==> config.mk <==
export PLATFORM = sky130hd
export DESIGN_NAME = ts_pkt_gen_flat
export DESIGN_NICKNAME = d
export VERILOG_FILES = /design/src/rtl/ts_pkt_gen_if.sv /design/src/rtl/ts_pkt_gen.sv /design/src/flat_wrapper.sv
export SDC_FILE = /design/constraint.sdc
export NUM_CORES = 1
export LEC_CHECK = 0
export BUFFER_PORTS_ARGS = -buffer_cell sky130_fd_sc_hd__buf_4
export CAP_MARGIN = 20
export CORE_ASPECT_RATIO = 0.7
export CORE_MARGIN = 10
export CORE_UTILIZATION = 63
export CTS_CLUSTER_SIZE = 30
export DETAILED_ROUTE_END_ITERATION = 10
export PLACE_DENSITY = 0.85
export SYNTH_ARGS = -nofsm -noshare
export SYNTH_HDL_FRONTEND = slang
export SYNTH_SLANG_ARGS = --single-unit
==> constraint.sdc <==
create_clock -name clk -period 4.3 [get_ports clk]
set_input_delay 0.215 -clock clk [delete_from_list [all_inputs] [get_ports clk]]
set_output_delay 0.215 -clock clk [all_outputs]
set_load 0.1 [all_outputs]
==> src/rtl/ts_pkt_gen_if.sv <==
// Word-stream bundle between the TS packet generator and downstream TS checkers.
interface ts_pkt_gen_if;
  logic [31:0] ts_dout;
  logic        ts_dout_en;
  logic        pkt_done;
  logic [3:0]  cc_out;

  modport master (output ts_dout, ts_dout_en, pkt_done, cc_out);
  modport slave  (input  ts_dout, ts_dout_en, pkt_done, cc_out);
endinterface

==> src/rtl/ts_pkt_gen.sv <==
// MPEG-TS packet source: tag prefix, header with PID/CC, 46-word byte-ramp payload, then gap.
// Optional one-shot CC skip for exercising downstream continuity checkers.
module ts_pkt_gen #(
  parameter logic [12:0] PID          = 13'h1386,
  parameter int          PREFIX_WORDS = 3,
  parameter int          GAP_CYCLES   = 4
) (
  input  logic         clk,
  input  logic         rst,
  input  logic         enable,
  input  logic         err_inject,
  ts_pkt_gen_if.master ts
);

  typedef enum logic [2:0] {IDLE, PREFIX, HDR, PAYLOAD, GAP} state_t;

  state_t      state;
  logic [3:0]  idx;
  logic [5:0]  wcnt;
  logic [15:0] gcnt;
  logic [3:0]  cc_reg;
  logic [15:0] pkt_cnt;
  logic        err_pend;

  logic        gap_last;
  logic        launch;
  logic        to_hdr;
  logic [3:0]  cc_emit;
  logic [7:0]  b0;

  // State names the word currently on ts_dout; each edge computes the next word.
  always_comb begin
    gap_last = (gcnt == 16'(GAP_CYCLES - 1));
    launch   = enable && ((state == IDLE) || (state == GAP && gap_last));
    to_hdr   = (state == PREFIX && idx == 4'(PREFIX_WORDS - 1)) ||
               (launch && PREFIX_WORDS == 0);
    cc_emit  = cc_reg + {3'b000, err_pend};
    b0       = {wcnt, 2'b00};
  end

  always_ff @(posedge clk or posedge rst) begin
    if (rst) begin
      state         <= IDLE;
      idx           <= '0;
      wcnt          <= '0;
      gcnt          <= '0;
      cc_reg        <= '0;
      pkt_cnt       <= '0;
      err_pend      <= 1'b0;
      ts.ts_dout    <= '0;
      ts.ts_dout_en <= 1'b0;
      ts.pkt_done   <= 1'b0;
      ts.cc_out     <= '0;
    end else begin
      ts.pkt_done <= 1'b0;
      if (to_hdr) begin
        // A pulse landing on the header edge is kept for the following packet.
        state         <= HDR;
        wcnt          <= '0;
        ts.ts_dout_en <= 1'b1;
        ts.ts_dout    <= {8'h47, 3'b000, PID, 2'b00, 2'b01, cc_emit};
        ts.cc_out     <= cc_emit;
        cc_reg        <= cc_emit + 4'd1;
        err_pend      <= err_inject;
      end else begin
        if (err_inject) err_pend <= 1'b1;
        case (state)
          IDLE, GAP: begin
            if (launch) begin
              state         <= PREFIX;
              idx           <= '0;
              ts.ts_dout_en <= 1'b1;
              ts.ts_dout    <= {8'hB8, 8'h00, pkt_cnt};
            end else if (state == GAP) begin
              if (gap_last) state <= IDLE;
              else          gcnt  <= gcnt + 16'd1;
            end
          end
          PREFIX: begin
            idx        <= idx + 4'd1;
            ts.ts_dout <= {8'hB8, 4'h0, idx + 4'd1, pkt_cnt};
          end
          HDR, PAYLOAD: begin
            if (state == PAYLOAD && wcnt == 6'd46) begin
              state         <= GAP;
              gcnt          <= '0;
              pkt_cnt       <= pkt_cnt + 16'd1;
              ts.ts_dout_en <= 1'b0;
              ts.ts_dout    <= '0;
            end else begin
              // wcnt = payload words already sent; next word starts at byte 4*wcnt.
              state       <= PAYLOAD;
              wcnt        <= wcnt + 6'd1;
              ts.ts_dout  <= {b0, b0 + 8'd1, b0 + 8'd2, b0 + 8'd3};
              ts.pkt_done <= (wcnt == 6'd45);
            end
          end
          default: state <= IDLE;
        endcase
      end
    end
  end

endmodule

==> src/flat_wrapper.sv <==
// flat-port wrapper written by rule: the top's interface ports become plain ports
module ts_pkt_gen_flat 
#(
  parameter logic [12:0] PID          = 13'h1386,
  parameter int          PREFIX_WORDS = 3,
  parameter int          GAP_CYCLES   = 4
)
  (clk, rst, enable, err_inject, ts_ts_dout, ts_ts_dout_en, ts_pkt_done, ts_cc_out);
  ts_pkt_gen_if ts_i ();
  input  logic clk;
  input  logic rst;
  input  logic enable;
  input  logic err_inject;
  output wire logic [$bits(ts_i.ts_dout)-1:0] ts_ts_dout;
  output wire logic [$bits(ts_i.ts_dout_en)-1:0] ts_ts_dout_en;
  output wire logic [$bits(ts_i.pkt_done)-1:0] ts_pkt_done;
  output wire logic [$bits(ts_i.cc_out)-1:0] ts_cc_out;
  assign ts_ts_dout = ts_i.ts_dout;
  assign ts_ts_dout_en = ts_i.ts_dout_en;
  assign ts_pkt_done = ts_i.pkt_done;
  assign ts_cc_out = ts_i.cc_out;
  ts_pkt_gen #(.PID(PID), .PREFIX_WORDS(PREFIX_WORDS), .GAP_CYCLES(GAP_CYCLES)) u_core (.clk(clk), .rst(rst), .enable(enable), .err_inject(err_inject), .ts(ts_i));
endmodule
# == Word level (Yosys, flattened, before mapping) ==
# Cells that the tools add are included.
# W data, S select, Z words.
# classes
add_sub_neg,9
eq_ne,19
n_mux,29
n_bitwise,1
reduce_logical,21
# ops
operator,count
$mux W32,3
$pmux W32 S3,1
$mux W16,4
$add A16 B1 Y16 const B,2
$pmux W16 S2,1
$mux W6,3
$add A8 B2 Y8 const B,2
$eq A16 B2 Y1 const B,1
$mux W3,5
$eq A6 B6 Y1 const B,2
$reduce_and A3 Y1,4
$ne A2 B1 Y1 const B,5
$pmux W3 S3,1
$add A4 B1 Y4 const B,2
$add A8 B1 Y8 const B,1
$mux W1,8
$ne A4 B1 Y1 const B,2
$pmux W4 S2,1
$reduce_bool A2 Y1,4
$add A6 B1 Y6 const B,1
$eq A3 B2 Y1 const B,2
$ne A3 B1 Y1 const B,2
$reduce_and A6 Y1,1
$add A4 B1 Y4,1
14 further kinds,20
# totals
regBits,88
word_cells,90

# == Longest topological paths before layout ==
# depth
ltp_word,7
depth_mapped,8

# == Worst setup path after synthesis ==
# OpenSTA, ideal clock, no wires.
# synth_timing
path_kind,register to register
startpoint,register u_core.gcnt[2]
endpoint,register u_core.ts.ts_dout[10]
t_arrival_ns,2.069
setup_slack_ns,2.147
stages_incl_launch_ff,7
n_path_buf,1
synth_period_minus_slack_ns,2.153
cell_sequence,dfrtp_1 -> or4_4 -> o41ai_4 -> and2_4 -> buf_6 -> nor2_1 -> a41oi_2
# synth_between
elab_chain_cells,6
# synth_rtl
item,line_no,text
"start, declared",ts_pkt_gen.sv:20,logic [15:0] gcnt;
"start signal, assigned",ts_pkt_gen.sv:76,else gcnt <= gcnt + 16'd1;
$eq A16 B2 Y1,ts_pkt_gen.sv:33,gap_last = (gcnt == 16'(GAP_CYCLES - 1));
$logic_and A1 B1 Y1,ts_pkt_gen.sv:34,launch = enable && ((state == IDLE) || (state == GAP && gap_last));
$logic_or A1 B1 Y1,ts_pkt_gen.sv:34,
$logic_and A1 B1 Y1,ts_pkt_gen.sv:34,
$ne A3 B1 Y1 (no source line),n/a,
$reduce_and A2 Y1 (no source line),n/a,
"end signal, assigned",ts_pkt_gen.sv:61,"ts.ts_dout <= {8'h47, 3'b000, PID, 2'b00, 2'b01, cc_emit};"
"end signal, assigned",ts_pkt_gen.sv:73,"ts.ts_dout <= {8'hB8, 8'h00, pkt_cnt};"
"end signal, assigned",ts_pkt_gen.sv:81,"ts.ts_dout <= {8'hB8, 4'h0, idx + 4'd1, pkt_cnt};"
"end, declared",ts_pkt_gen_if.sv:8,"modport master (output ts_dout, ts_dout_en, pkt_done, cc_out);"
# Every way passes these cells.
# A chain may end at the register's enable or synchronous reset.

# == Worst setup path in the final report ==
# layout_timing
startpoint,register u_core.state[2]
endpoint,register u_core.pkt_cnt[15]
# layout_between
elab_chain_cells,4
word_cells_on_any_way,8
# layout_rtl
item,line_no,text
"start, declared",ts_pkt_gen.sv:17,state_t state;
"start signal, assigned",ts_pkt_gen.sv:43,state <= IDLE;
"start signal, assigned",ts_pkt_gen.sv:58,state <= HDR;
"start signal, assigned",ts_pkt_gen.sv:70,state <= PREFIX;
$eq A3 B1 Y1,ts_pkt_gen.sv:35,to_hdr = (state == PREFIX && idx == 4'(PREFIX_WORDS - 1)) ||
$logic_and A1 B1 Y1,ts_pkt_gen.sv:35,
$not A1 Y1 (no source line),n/a,
$reduce_and A3 Y1 (no source line) *,n/a,
"end signal, assigned",ts_pkt_gen.sv:87,pkt_cnt <= pkt_cnt + 16'd1;
"end, declared",ts_pkt_gen.sv:22,logic [15:0] pkt_cnt;
# Mark *: on every way between the ends. The rest lies on a longest branch, timed or not.

==> key figures <==
Synthesis
  – Area fraction of the dominant cell type after synthesis: 52.9%
  – Most frequently used cell type in the post-synthesis netlist: sky130_fd_sc_hd__dfrtp_1
  – Synthesized instance count: 399
  – Top cells by instance count after synthesis: sky130_fd_sc_hd__dfrtp_1, sky130_fd_sc_hd__nand2_1, sky130_fd_sc_hd__nor2_1
  – Flip-flop and latch count after synthesis: 87
  – Number of enable flip-flop cells after synthesis: 0
  – Synth Warn #: 0
  – Number of distinct standard cells referenced by the synthesized netlist: 54
  – Largest cells by area after synthesis: sky130_fd_sc_hd__dfrtp_1, sky130_fd_sc_hd__nand2_1, sky130_fd_sc_hd__xnor2_1, sky130_fd_sc_hd__nor2_1, sky130_fd_sc_hd__xor2_1
  – Average footprint of a synthesized cell: 10.3 um2
  – Synthesized netlist net count: 413
  – Sequential cell area fraction in the yosys report: 52.9%
  – Commonest register cell after synthesis: sky130_fd_sc_hd__dfrtp_1
  – Async set-or-reset flop fraction in the synthesized netlist: 100%
  – Post-synthesis cell type with the largest combined area: sky130_fd_sc_hd__dfrtp_1
  – Cell Area, Synth: 4120 um2

Min path
  – Path class of the lowest-slack min-delay path: input port to flop

STA
  – Count of final hold-check violations: 0
  – Hold Worst Slack: 0.0252 ns
  – Relative slew margins: 36.0%
  – Worst-case clock skew: 0.0118 ns
  – Transition time of the tightest slew-check pin: 0.955 ns
  – Fin crit period: 2.88 ns
  – RSZ-0062 raised after global routing: no
  – Final-report setup violation count: 0
  – Final count of pins violating max slew: 0
  – Total Negative Setup Slacks: 0 ns
  – Portion of the clock cycle consumed by the worst path in the final layout: 67.0%
  – Upper clock frequency limit: 347 MHz

CTS
  – Num CTS Buffers: 9
  – Clock transition at path regs: 0.09 ns
  – Clk sinks: 87
  – Root buffer selected by CTS: sky130_fd_sc_hd__clkbuf_8
  – Number of buffers on the longest clock path: 2
  – Worst-Skew Late Latency: 0.36 ns
  – Clock tree from TritonCTS: yes
  – Total of hold buffers inserted after clock tree synthesis: 0
  – Buffers inserted by post-CTS timing repair: 0
  – Total of cells resized after clock tree synthesis: 0
  – # H-tree levels: 3

Floorplanning
  – Total number of placement rows: 24
  – Number of top-level design ports: 42
  – Core region area: 6280 um2
  – Effective utilization at floorplan: 65.6%
  – Height of the die: 87.6 um
  – Overall die area: 10200 um2
  – Horiz. Die Dim: 117 um

Worst setup path
  – Maximum fanout along the worst path: 15
  – Critical Path Start Type: flop
  – Worst-path cell chain: nand2b_1 -> nor3_2 -> nand4_1 -> nor3_1 -> xor2_1
  – Delay of the slowest cell on the worst path: 0.87 ns
  – CP max-delay cell: sky130_fd_sc_hd__nor3_2
  – Data arrival time of the critical path: 3.16 ns
  – Element type at the critical path end: flop
  – Required time of the critical path: 4.58 ns
  – Category of the critical setup timing path: flop to flop

Power
  – Overall power: 1490 uW
  – Total power density per cell area: 317 nW/um2
  – Maximum vdd ir drop: 0.234 mV
  – Leakage power summed over all cells: 0.00220 uW

Placement
  – Port Buffers: 41
  – Estimated wirelength of the detail-placed design: 6630 um
  – Routability congestion estimate: 0.878

Route
  – Total number of vias: 3264
  – Count of antenna-violating nets left after detailed routing: 0
  – Detailed-routing iteration count for the pre-antenna-repair pass: 5
  – Final routed wirelength across all metal layers: 9950 um
  – Initial DRC count: 319
  – DRC violation count after routing: 0
  – DR WL/cell: 19.1 um
  – DR vias/cell: 6.28

Final layout
  – Largest Register: u_core.ts.ts_dout
  – Number of fill cells in the layout: 421
  – Registers with the highest flip-flop counts: u_core.ts.ts_dout (31), u_core.gcnt (16), u_core.pkt_cnt (16)
  – Number of flip-flops in the largest register: 31
  – Area Growth Syn to Fin: 14.5%
  – Fraction of final layout cells sized beyond drive strength 1: 17.9%
  – Number of antenna cells inserted: 0
  – Final layout net count: 451

GRT
  – Number of antenna violations at the first check in global routing: 0
  – Pin count of the biggest net entering global routing: 62
  – Total routing usage reported by global routing: 19.9%
  – Vias in the first global route: 3041
  – Global routing met1 resource utilization: 26.9%
  – Gr busiest metal: met2
  – Global routing usage on met3: 6.63%
  – Total gr overflow: 0
  – M2 GR Usage: 30.1%
  – First-pass GRT wire length: 15900 um

Flow run
  – Count of maximum capacitance violations: 0

Run status
  – Status: completed
-- worst paths after layout --
kind | startpoint | to | slack, ns | cells after the start
min in group asynchronous | rst | u_core.ts.ts_dout[2] | 0.31 | 3
hold reg to reg | u_core.ts.cc_out[0] | u_core.ts.cc_out[0] | 0.49 | 2
max in group asynchronous | rst | u_core.wcnt[0] | 3.08 | 5
setup / recovery | u_core.state[2] | u_core.pkt_cnt[15] | 1.42 | 5
hold / removal | err_inject | u_core.err_pend | 0.03 | 2
setup reg to reg | u_core.state[2] | u_core.pkt_cnt[15] | 1.42 | 5
-- layout make-up --
cell class              instances  area (um2)  area share (%)
inverters                       8        31.3           0.663
well taps                      78        97.6            2.07
clock inverters                 6        91.3            1.94
multi-input cells             286        1820            38.6
clock buffers                  10         138            2.92
flip-flops and latches         87        2180            46.2
repair buffers                 45         360            7.64
-- power by group --
group,internal [uW],total (uW),switching (uW)
clock network,347,654,306
registers,817,817,0.000576
logic,5.79,23.0,17.2
total,1170,1490,324
-- stage by stage --
stage          instance area, um2  util, %  cells  worst slack, ns
3_3_place_gp                 4450     70.9    502             1.70
4_1_cts                      4680     74.5    518             1.45
5_1_grt                      4710     75.1    520             1.20
2_1_floorplan                4120        -    399             1.83
3_5_place_dp                 4450     70.9    502             1.60
6_report                     4710     75.1    520             1.42
-- cells by family after synthesis --
group                    Yosys count  synth area share (%)
adder cells (fa/ha/maj)           10                  3.04
multiplexers                       4                 0.973
AND/OR/NAND/NOR                  171                  20.2
buffers and inverters             26                  2.92
flip-flops                        87                  52.9
AO/OA/AOI/OAI                     67                  12.7
XOR/XNOR                          34                  7.23
-- cell usage in the layout (no fill, tap or decap), types with 5 or more instances in the layout --
master,n
sky130_fd_sc_hd__a21oi_1,7
sky130_fd_sc_hd__a22oi_1,5
sky130_fd_sc_hd__a31oi_1,5
sky130_fd_sc_hd__buf_4,43
sky130_fd_sc_hd__clkbuf_8,10
sky130_fd_sc_hd__dfrtp_1,87
sky130_fd_sc_hd__ha_1,10
sky130_fd_sc_hd__inv_1,7
sky130_fd_sc_hd__nand2_1,67
sky130_fd_sc_hd__nand3_1,20
sky130_fd_sc_hd__nand4_1,8
sky130_fd_sc_hd__nor2_1,37
sky130_fd_sc_hd__o21ai_0,11
sky130_fd_sc_hd__o31ai_1,6
sky130_fd_sc_hd__xnor2_1,19
sky130_fd_sc_hd__xor2_1,15
-- layer usage --
layer | vias up | part of all wire (%)
met1 | 1654 | 45
met4 | 0 | 1.0
met5 | - | 0
met2 | 120 | 46
met3 | 11 | 7.8
li1 | 1479 | -
-- worst max-delay path, delay by kind of cell (launching register included) --
family / cells / cell delay (ns)
flops: 1 / 0.51
xor+xnor: 1 / 0.20
simple gates: 4 / 2.09
Power figures use the tool's default switching activity.
